**config.mk**
```make
export PLATFORM = sky130hd
export DESIGN_NAME = dual_comparator
export DESIGN_NICKNAME = d
export VERILOG_FILES = /design/src/rtl/dual_comparator.sv
export SDC_FILE = /design/constraint.sdc
export NUM_CORES = 1
export LEC_CHECK = 0
export ABC_AREA = 1
export BUFFER_PORTS_ARGS = -buffer_cell sky130_fd_sc_hd__clkbuf_2
export CORE_AREA = 2 2 39 41
export CTS_CLUSTER_DIAMETER = 60
export DETAILED_ROUTE_END_ITERATION = 7
export DIE_AREA = 0 0 41 43
export GPL_TIMING_DRIVEN = 0
export HOLD_SLACK_MARGIN = 0.03
export PLACE_DENSITY_LB_ADDON = 0.1
export SETUP_SLACK_MARGIN = 0.05
export SLEW_MARGIN = 40
export SYNTH_ARGS = -nofsm -noshare
export SYNTH_HDL_FRONTEND = slang
export SYNTH_SLANG_ARGS = --single-unit
```
**constraint.sdc**
```tcl
create_clock -name clk -period 1.16 [get_ports clk]
set_input_delay 0.058 -clock clk [delete_from_list [all_inputs] [get_ports clk]]
set_output_delay 0.058 -clock clk [all_outputs]
set_load 0.1 [all_outputs]
```
**src/rtl/dual_comparator.sv**
```systemverilog
// Dual-mode (unsigned / two's-complement) magnitude comparator with registered flags and change pulse.
// Optional sticky "A > B seen" flag with synchronous clear, enabled by DUAL_CMP_STICKY_EN.
module dual_comparator #(
  parameter int unsigned WIDTH = 8
) (
  input  logic             clk,
  input  logic             rst_n,
  input  logic [WIDTH-1:0] a,
  input  logic [WIDTH-1:0] b,
  input  logic             mode,
`ifdef DUAL_CMP_STICKY_EN
  input  logic             clr,
  output logic             agtb_seen,
`endif
  output logic             agtb,
  output logic             aeqb,
  output logic             altb,
  output logic             agtb_q,
  output logic             aeqb_q,
  output logic             altb_q,
  output logic             chg
);

  localparam int unsigned MSB = WIDTH - 1;
  localparam logic [2:0]  FLAGS_RST = 3'b010;

  logic [WIDTH-1:0] a_key;
  logic [WIDTH-1:0] b_key;
  logic [2:0]       flags_q;
  logic [2:0]       flags_prev;

  // Flipping the MSB in signed mode maps two's-complement order onto unsigned order.
  assign a_key = {a[MSB] ^ mode, a[MSB-1:0]};
  assign b_key = {b[MSB] ^ mode, b[MSB-1:0]};

  assign agtb = (a_key > b_key);
  assign aeqb = (a == b);
  assign altb = (a_key < b_key);

  // flags_prev trails flags_q by one edge so chg lands the cycle after the update.
  always_ff @(posedge clk or negedge rst_n) begin
    if (!rst_n) begin
      flags_q    <= FLAGS_RST;
      flags_prev <= FLAGS_RST;
      chg        <= 1'b0;
    end else begin
      flags_q    <= {agtb, aeqb, altb};
      flags_prev <= flags_q;
      chg        <= (flags_q != flags_prev);
    end
  end

  assign agtb_q = flags_q[2];
  assign aeqb_q = flags_q[1];
  assign altb_q = flags_q[0];

`ifdef DUAL_CMP_STICKY_EN
  // Set has priority over clear.
  always_ff @(posedge clk or negedge rst_n) begin
    if (!rst_n) begin
      agtb_seen <= 1'b0;
    end else if (agtb) begin
      agtb_seen <= 1'b1;
    end else if (clr) begin
      agtb_seen <= 1'b0;
    end
  end
`endif

endmodule

```
==> results of run 1 <==
==> critical path, stage by stage <==
cell and delay (ns):
clkbuf_16 0.13, inv_12 0.04, ha_4 0.18, nand2_2 0.06, nand2_2 0.06, a21oi_4 0.16
nor2_4 0.05, nor2_4 0.16, nor2_4 0.06, clkbuf_16 0.19
==> cell type report <==
class	instances	area, um^2
tap	16	20.0
fill	122	474
clock buffer	4	26.3
multi-input combinational	35	360
sequential	7	179
timing repair buffer	26	241
inverter	16	82.6
==> sequential cells by signal, indices dropped and copies added, names as in the netlist <==
| register | flops |
|---|---|
| chg | 1 |
| flags_prev | 3 |
| flags_q | 3 |
==> through the flow <==
step | setup TNS [ns] | total power (uW) | util (%)
floorplan | -1.20 | 631 | -
global route | -0.295 | 1080 | 65.7
finish | -0.0990 | 1010 | 65.7
global placement | -0.867 | 719 | 53.8
CTS | -0.0944 | 1000 | 63.4
detailed placement | -0.884 | 726 | 53.8
==> cells by family (layout without fill, tap and decap cells) <==
kind of cell / Yosys count / after routing
fa+ha+maj: 7 / 7
xor+xnor: 3 / 3
compound gates: 2 / 2
simple gates: 23 / 23
flops: 7 / 7
buf+inv: 16 / 46
==> cells in the final DEF, fill, tap and decap left out, types with 2 or more instances in the layout <==
cell       synthesis  routed
clkbuf_2           0      15
inv_1             16      11
nand2_1           12       7
nand2_2            1       6
ha_4               0       5
clkbuf_4           0       5
nand3_1            5       4
nor2_4             0       4
dfrtp_1            5       4
xnor2_1            3       3
clkbuf_16          0       3
inv_4              0       2
ha_1               7       2
dfstp_2            2       2
buf_8              0       2
==> where the power goes <==
group,switching [uW],internal [uW],leakage [uW]
sequential,14.4,274,0.0000765
combinational,332,175,0.000362
clock,84.3,131,0.0000150
total,431,580,0.000454
==> routing by layer <==
layer | vias up | share of wire [%]
met4 | 0 | 4.0
met5 | - | 0
met3 | 4 | 6.2
met1 | 197 | 40
li1 | 232 | -
met2 | 18 | 50
==> final timing paths <==
kind | endpoint | slack [ns] | from | cells past startpoint
setup reg to reg | chg$_DFF_PN0_ | 0.26 | flags_q[1]$_DFF_PN1_ | 2
max in group asynchronous | flags_prev[1]$_DFF_PN1_ | 0.76 | rst_n | 2
hold / removal | chg$_DFF_PN0_ | 0.17 | rst_n | 2
hold reg to reg | flags_prev[1]$_DFF_PN1_ | 0.39 | flags_q[1]$_DFF_PN1_ | 0
min in group clk | flags_q[1]$_DFF_PN1_ | 0.25 | b[7] | 5
setup / recovery | agtb | -0.07 | b[1] | 10
==> repair_timing <==
item / in CTS / in global routing
setup endpoints to repair: 6 / 5
gates resized for setup: 17 / 12
hold buffers: 1 / 0
pin swaps: 5 / 9
endpoints found under the hold margin: 7 / 0
==> impl_results.md, run 1 <==
- Clk slew on worst S/H paths: 0.05 ns
- Critical Path Sink Type: output pin
- GRT overflow: 0
- Routability congestion estimate: 0.622
- Worst EP required: about 1.1 ns
- Area grow syn2layout: 91.3%
- Initial DRC count: 2
- Hold Path Class: input pin to async pin
- Post-synthesis mux area share: 0%
- Max-Cap Viols: 0
- Post-synth EDFFs: 0
- Met3 usage: 3.14%
- Vias in the first global route: approximately 380
- CTS H-tree depth: 1
- Seq/Total Area, Yosys: between 30% and 40%
- Final setup vio count: 2
- XOR/XNOR share of the synthesized area: 5.53%
- Layout Nets: around 120
- CTS tree: done
- Inserted Clock Buffers: 3
- Final wirelength: approximately 890 um
- Minimum clock period: roughly 1.2 ns
- Dpl hpwl: 746 um
- Routing usage on met1: a little over an eighth
- Cell Count, Final, Fillers Out: roughly 100
- Die Area: ~1800 um^2
- Main combinational cell family by area after synthesis: simple AND/OR/NAND/NOR gates
- Commonest cells in the netlist: inv_1 (16), nand2_1 (12), ha_1 (7), dfrtp_1 (5), nand3_1 (5)
- Post-synthesis adder-cell area fraction: 18.4%
- Initial antenna violation count: 0
- Fmax: a little over 0.8 GHz
- Critical Path Start Type: input pin
- Total iterations of the first detailed-routing run: 2
- Pwr/cell area: about 1100 nW/um^2
- Leakage: 0.000454 uW
- Ys flop type: dfrtp_1
- Max-slew violations: 0
- First-pass GRT wire length: ~1400 um
- Worst vdd ir: about 0.54 mV
- Mean Syn Cell Area: 8.20 um^2
- Diode count: 0
- Effective utilization at floorplan: 34.4%
- Drt via density: ~4.3
- Die Y: between 40 and 50 um
- Dpl cell area: about 740 um^2
- Failing checks: negative setup slack
- Tcrit/Tclk final: 106%
- Kind of critical path: input pin to output pin
- Total core area: 1380 um^2
- Worst-Margin Slew: roughly 0.48 ns
- Final number of hold-violating endpoints: 0
- Syn nets: 84
- Dpl ws: -0.348 ns
- Ys async rst share: 100%
- Max Buffers Root-to-Sink: 2
- Vias: between 400 and 500
- Most common cell in the netlist: inv_1
- GRT Util Overall: approximately an eighth
- Mapped Cells: 58
- Worst-path maximum fanout: 3
- DRC Markers: 0
- Layout cells sized above 1: between 60 and 70%
- Clock latency on the worst-skew pair: around 0.25 ns
- Input/output buffers: 25
- Antenna-violating nets left: 0
- Final instance area: about 900 um^2
- Post-Synthesis Cell Area: approximately 480 um^2
- Status: finished with violations
- Clk sink count: 7
- Top-area cell type share of the netlist area: 26.3%
- Largest net degree at the start of global routing: 8
- Seq cells post-synth: 7
- Post-Place Cells: 99
- Setup ws final: -0.0657 ns
- Synth Warn #: 0
- Post CTS Setup Buffer Count: 0
- DR WL/cell: roughly 8.5 um
- WP data arrival: around 1.2 ns
- Distinct cells, synth: 13
- Clk root buf: clkbuf_4
- Met2 usage: between 10% and 20%
- Min Hold Slack: 0.169 ns
- Worst Skew: ~0.0021 ns
- GRT Max-Usage Layer: met2
- Synth area leaders: dfrtp_1 (26%), ha_1 (18%), inv_1 (13%), dfstp_2 (11%), nand2_1 (9.5%)
- Die X: 41 um
- Post-synthesis compound-gate area fraction: under 10%
- Slew HR: ~70%
- RSZ-0062 raised after global routing: true
- Synth Area in Simple Gates: between 20% and 30%
- Top-Level Pins: 26
- Row count: 14
- Yosys top cell by area: dfrtp_1
No activity file was read; power rests on OpenSTA's default activity.
==> run 2: changes to the inputs <==
--- a/config.mk
+++ b/config.mk
@@ -14,7 +14,9 @@
 export GPL_TIMING_DRIVEN = 0
 export HOLD_SLACK_MARGIN = 0.03
 export PLACE_DENSITY_LB_ADDON = 0.1
+export RECOVER_POWER = 25
 export SETUP_SLACK_MARGIN = 0.05
+export SKIP_LAST_GASP = 1
 export SLEW_MARGIN = 40
 export SYNTH_ARGS = -nofsm -noshare
 export SYNTH_HDL_FRONTEND = slang
==> impl_results.md, run 2 (same netlist as run 1, synthesis figures left out) <==
- Kind of critical path: input pin to output pin
- Fmax: approximately 0.82 GHz
- Hold Path Class: input pin to async pin
- Critical Path Start Type: input pin
- Die Y: around 43 um
- Drt via density: around 4.3
- Final instance area: between 900 and 1000 um^2
- Leakage: around 0.00045 uW
- Dpl hpwl: approximately 750 um
- Input/output buffers: 25
- Vias: 451
- Clock latency on the worst-skew pair: ~0.25 ns
- Worst-path maximum fanout: 3
- Antenna-violating nets left: 0
- Setup TNS: -0.0990 ns
- Post-Place Cells: 99
- Area grow syn2layout: 91.1%
- Initial antenna violation count: 0
- Tot Pwr: approximately 1000 uW
- Clk root buf: clkbuf_4
- Vias in the first global route: 381
- GRT overflow: 0
- Diode count: 0
- Setup ws final: -0.0657 ns
- Dpl ws: -0.348 ns
- Minimum clock period: 1.23 ns
- Status: finished with violations
- GRT Util Overall: between 10% and 20%
- Inserted Clock Buffers: 3
- Slew HR: slightly below 70%
- WP data arrival: 1.17 ns
- Largest net degree at the start of global routing: 8
- Fill count: 122
- Routability congestion estimate: slightly above 0.6
- Final setup vio count: 2
- CTS H-tree depth: 1
- Max-slew violations: 0
- Top-Level Pins: 26
- Layout cells sized above 1: approximately 61%
- Crit path cell chain: clkbuf_16 > inv_12 > ha_4 > nand2_2 > nand2_2 > a21oi_4 > nor2_4 > nor2_4 > nor2_4 > clkbuf_16
- First-pass GRT wire length: between 1000 and 1500 um
- CTS tree: done
- Dpl cell area: 744 um^2
- Die X: about 41 um
- CP most frequent cell: nor2_4
- RSZ-0062 raised after global routing: true
- Final wirelength: 887 um
- DRC Markers: 0
- Failing checks: negative setup slack
- Worst vdd ir: between 0.5 and 0.6 mV
- Clk slew on worst S/H paths: around 0.050 ns
- Final number of hold-violating endpoints: 0
- Pwr/cell area: 1110 nW/um^2
- Most frequent cells in the layout: clkbuf_2 (14), inv_1 (11), nand2_1 (7)
- DR WL/cell: ~8.5 um
- Post CTS Setup Buffer Count: 0
- Max-Cap Viols: 0
- Most common cell after layout, fill and taps aside: clkbuf_2
- Total core area: roughly 1400 um^2
- Layout Nets: roughly 120
- Cell Count, Final, Fillers Out: 104
- CP max stage delay: about 0.19 ns
- Critical Path Sink Type: output pin
- Biggest regs: flags_prev (3), flags_q (3), chg (1)
- Max Buffers Root-to-Sink: 2
- Initial DRC count: 2
- Worst Skew: between 0.002 and 0.0025 ns
- Total iterations of the first detailed-routing run: 2
- Tcrit/Tclk final: 106%
- Worst EP required: about 1.1 ns
- Effective utilization at floorplan: around a third
- Clk sink count: 7
- Die Area: approximately 1800 um^2
- Row count: 14
- Worst-Margin Slew: 0.482 ns
- Critical-path top delay cell: clkbuf_16
run 2: changes by cell type in the layout (fill, tap and decap cells not counted):
cell and change:
clkbuf_1 +1, clkbuf_2 -1
run 2: worst max-delay path, delay by kind of cell:
| family | cells | cell delay (ns) |
|---|---|---|
| simple gates | 5 | 0.39 |
| fa+ha+maj | 1 | 0.18 |
| compound gates | 1 | 0.16 |
| buf+inv | 3 | 0.36 |
run 2: metal layers:
metal / global-route usage [%] / part of all wire (%) / vias up
li1: - / - / 232
met1: 13.1 / 40 / 197
met2: 17.5 / 50 / 18
met3: 3.14 / 6.2 / 4
met4: 12.0 / 4.1 / 0
met5: 0 / 0 / -
run 2: power by group:
group	internal (uW)	total, uW	switching [uW]	leakage, uW
combinational	175	507	332	0.000359
clock	131	215	84.3	0.0000150
sequential	274	288	14.4	0.0000765
total	580	1010	431	0.000451
run 2: layout make-up:
type                            count  area (um^2)  share of cell area [%]
Tap cell                           16         20.0                    2.20
Sequential cell                     7          179                    19.7
Clock buffer                        4         26.3                    2.89
Timing Repair Buffer               26          240                    26.4
Multi-Input combinational cell     35          360                    39.7
Inverter                           16         82.6                    9.09
run 2: what timing repair did:
item | in CTS | in global routing
cloned | 0 | 0
hold buffers | 1 | 0
hold endpoints to repair | 7 | 0
resized for setup | 17 | 12
endpoints found under the setup margin | 6 | 5
pin swaps | 5 | 9
run 2: final timing paths:
check	slack, ns	depth (start not counted)	endpoint	from
setup reg to reg	0.26	2	chg$_DFF_PN0_	flags_q[1]$_DFF_PN1_
max in group asynchronous	0.65	2	flags_prev[1]$_DFF_PN1_	rst_n
hold / removal	0.22	2	chg$_DFF_PN0_	rst_n
min in group clk	0.25	5	flags_q[1]$_DFF_PN1_	b[7]
setup / recovery	-0.07	10	agtb	b[1]
hold reg to reg	0.39	0	flags_prev[1]$_DFF_PN1_	flags_q[1]$_DFF_PN1_
run 2: per-stage QoR:
step / hold slack (ns) / util [%]
4_1_cts: 0.169 / 63.4
3_3_place_gp: -0.104 / 53.8
6_report: 0.216 / 65.6
5_1_grt: 0.257 / 65.6
2_1_floorplan: -0.238 / -
3_5_place_dp: -0.105 / 53.8
==> run 3: changes to the inputs <==
--- a/config.mk
+++ b/config.mk
@@ -16,6 +16,7 @@
 export PLACE_DENSITY_LB_ADDON = 0.1
 export RECOVER_POWER = 25
 export SETUP_SLACK_MARGIN = 0.05
+export SKIP_CTS_REPAIR_TIMING = 1
 export SKIP_LAST_GASP = 1
 export SLEW_MARGIN = 40
 export SYNTH_ARGS = -nofsm -noshare
==> impl_results.md, run 3 (same netlist as run 1, synthesis figures left out) <==
- GRT Max-Usage Layer: met2
- Cell Count, Final, Fillers Out: 105
- Critical Path Start Type: input pin
- Clk sink count: 7
- Min Hold Slack: roughly 0.22 ns
- CTS tree: done
- Die Area: approximately 1800 um^2
- Setup TNS: -0.0202 ns
- Critical-path top delay cell: ha_4
- Setup ws final: -0.0107 ns
- Max-Cap Viols: 0
- Max-slew violations: 0
- Dpl ws: -0.348 ns
- Routability congestion estimate: between 0.6 and 0.7
- Worst-path maximum fanout: 3
- Dpl hpwl: 746 um
- Status: finished with violations
- Die Y: 43 um
- DR WL/cell: between 8 and 9 um
- Layout cells sized above 1: between 60 and 70%
- GRT overflow: 0
- Slew HR: between 60% and 70%
- Effective utilization at floorplan: approximately a third
- Hold Path Class: input pin to async pin
- Crit path cell chain: buf_6 > ha_4 > a21o_2 > nand3_2 > nand2_2 > nor2_4 > nor2_4 > buf_12
- Final core utilization: about two thirds
- Drt via density: about 4.4
- Largest net degree at the start of global routing: 8
- Fill count: between 100 and 150
- Critical Path Sink Type: output pin
- Clock latency on the worst-skew pair: between 0.2 and 0.25 ns
- Vias in the first global route: 360
- Kind of critical path: input pin to output pin
- Reg2reg start: flags_q[1]$_DFF_PN1_
- Met3 usage: 3.14%
- CTS H-tree depth: 1
- Storage cell area: between 150 and 200 um^2
- Most frequent cells in the layout: inv_1 (10), clkbuf_2 (10), nand2_1 (7)
- Crit-path leading delay family: simple AND/OR/NAND/NOR gates
- Post-Place Cells: slightly below 100
- Top-Level Pins: 26
- CP max stage delay: approximately 0.23 ns
- Vias: around 460
- First-pass GRT wire length: approximately 1300 um
- Initial antenna violation count: 0
- Initial DRC count: 0
- Clk root buf: clkbuf_4
- Inserted Clock Buffers: 3
- Failing checks: negative setup slack
- DRC Markers: 0
- Die X: a little over 40 um
- Worst vdd ir: ~0.52 mV
- Crit. Startpoint: a[5]
- Met2 usage: 16.9%
- Worst-Margin Slew: around 0.48 ns
- Layout Nets: 116
- Total iterations of the first detailed-routing run: 1
- Routing usage on met1: between 10 and 15%
- Multi-input gate area: 378 um^2
- RSZ-0062 raised after global routing: true
- Max Buffers Root-to-Sink: 2
- Antenna-violating nets left: 0
- Worst Skew: roughly 0.0048 ns
- WP buf/inv: 2
- Final setup vio count: 2
- Final wirelength: between 800 and 900 um
- Tcrit/Tclk final: 101%
- WP data arrival: 1.11 ns
- CP most frequent cell: nor2_4
- Clk slew on worst S/H paths: roughly 0.050 ns
- Leakage: ~0.00045 uW
- Worst EP required: ~1.1 ns
- Pwr/cell area: approximately 1100 nW/um^2
- GRT Util Overall: a little under an eighth
- Diode count: 0
- Area grow syn2layout: 96.3%
- Biggest regs: flags_prev (3), flags_q (3), chg (1)
- Fmax: approximately 0.85 GHz
- Minimum clock period: between 1 and 1.5 ns
- Row count: 14
- Total core area: around 1400 um^2
- Input/output buffers: 25
- Final number of hold-violating endpoints: 0
==> run 3: worst paths after layout <==
check | to | slack (ns) | cells past startpoint
hold / removal | chg$_DFF_PN0_ | 0.22 | 2
setup / recovery | agtb | -0.01 | 8
hold reg to reg | flags_prev[1]$_DFF_PN1_ | 0.39 | 0
max in group asynchronous | flags_prev[1]$_DFF_PN1_ | 0.64 | 2
min in group clk | flags_q[0]$_DFF_PN0_ | 0.31 | 7
setup reg to reg | chg$_DFF_PN0_ | 0.27 | 2
==> run 3: power breakdown <==
part / total, uW / internal [uW] / switching, uW
logic: 514 / 177 / 338
clock network: 209 / 131 / 78.9
registers: 288 / 274 / 14.3
total: 1010 / 581 / 431
==> run 3: metal layers <==
| metal | vias up | part of all wire (%) | wire, um |
|---|---|---|---|
| met1 | 206 | 37 | 335 |
| met5 | - | 0 | 0 |
| met4 | 0 | 2.5 | 22 |
| met3 | 2 | 5.6 | 50 |
| li1 | 235 | - | - |
| met2 | 16 | 54 | 485 |
==> run 3: metrics by stage <==
step,cell area [um^2],total power (uW)
2_1_floorplan,599,631
3_3_place_gp,744,719
3_5_place_dp,744,726
4_1_cts,771,944
5_1_grt,933,1080
6_report,933,1010
==> run 3: layout make-up <==
class                           instances  area share [%]
Multi-Input combinational cell         35            40.5
Timing Repair Buffer                   27            26.5
Sequential cell                         7            19.2
Inverter                               16            8.85
Clock buffer                            4            2.82
Tap cell                               16            2.14
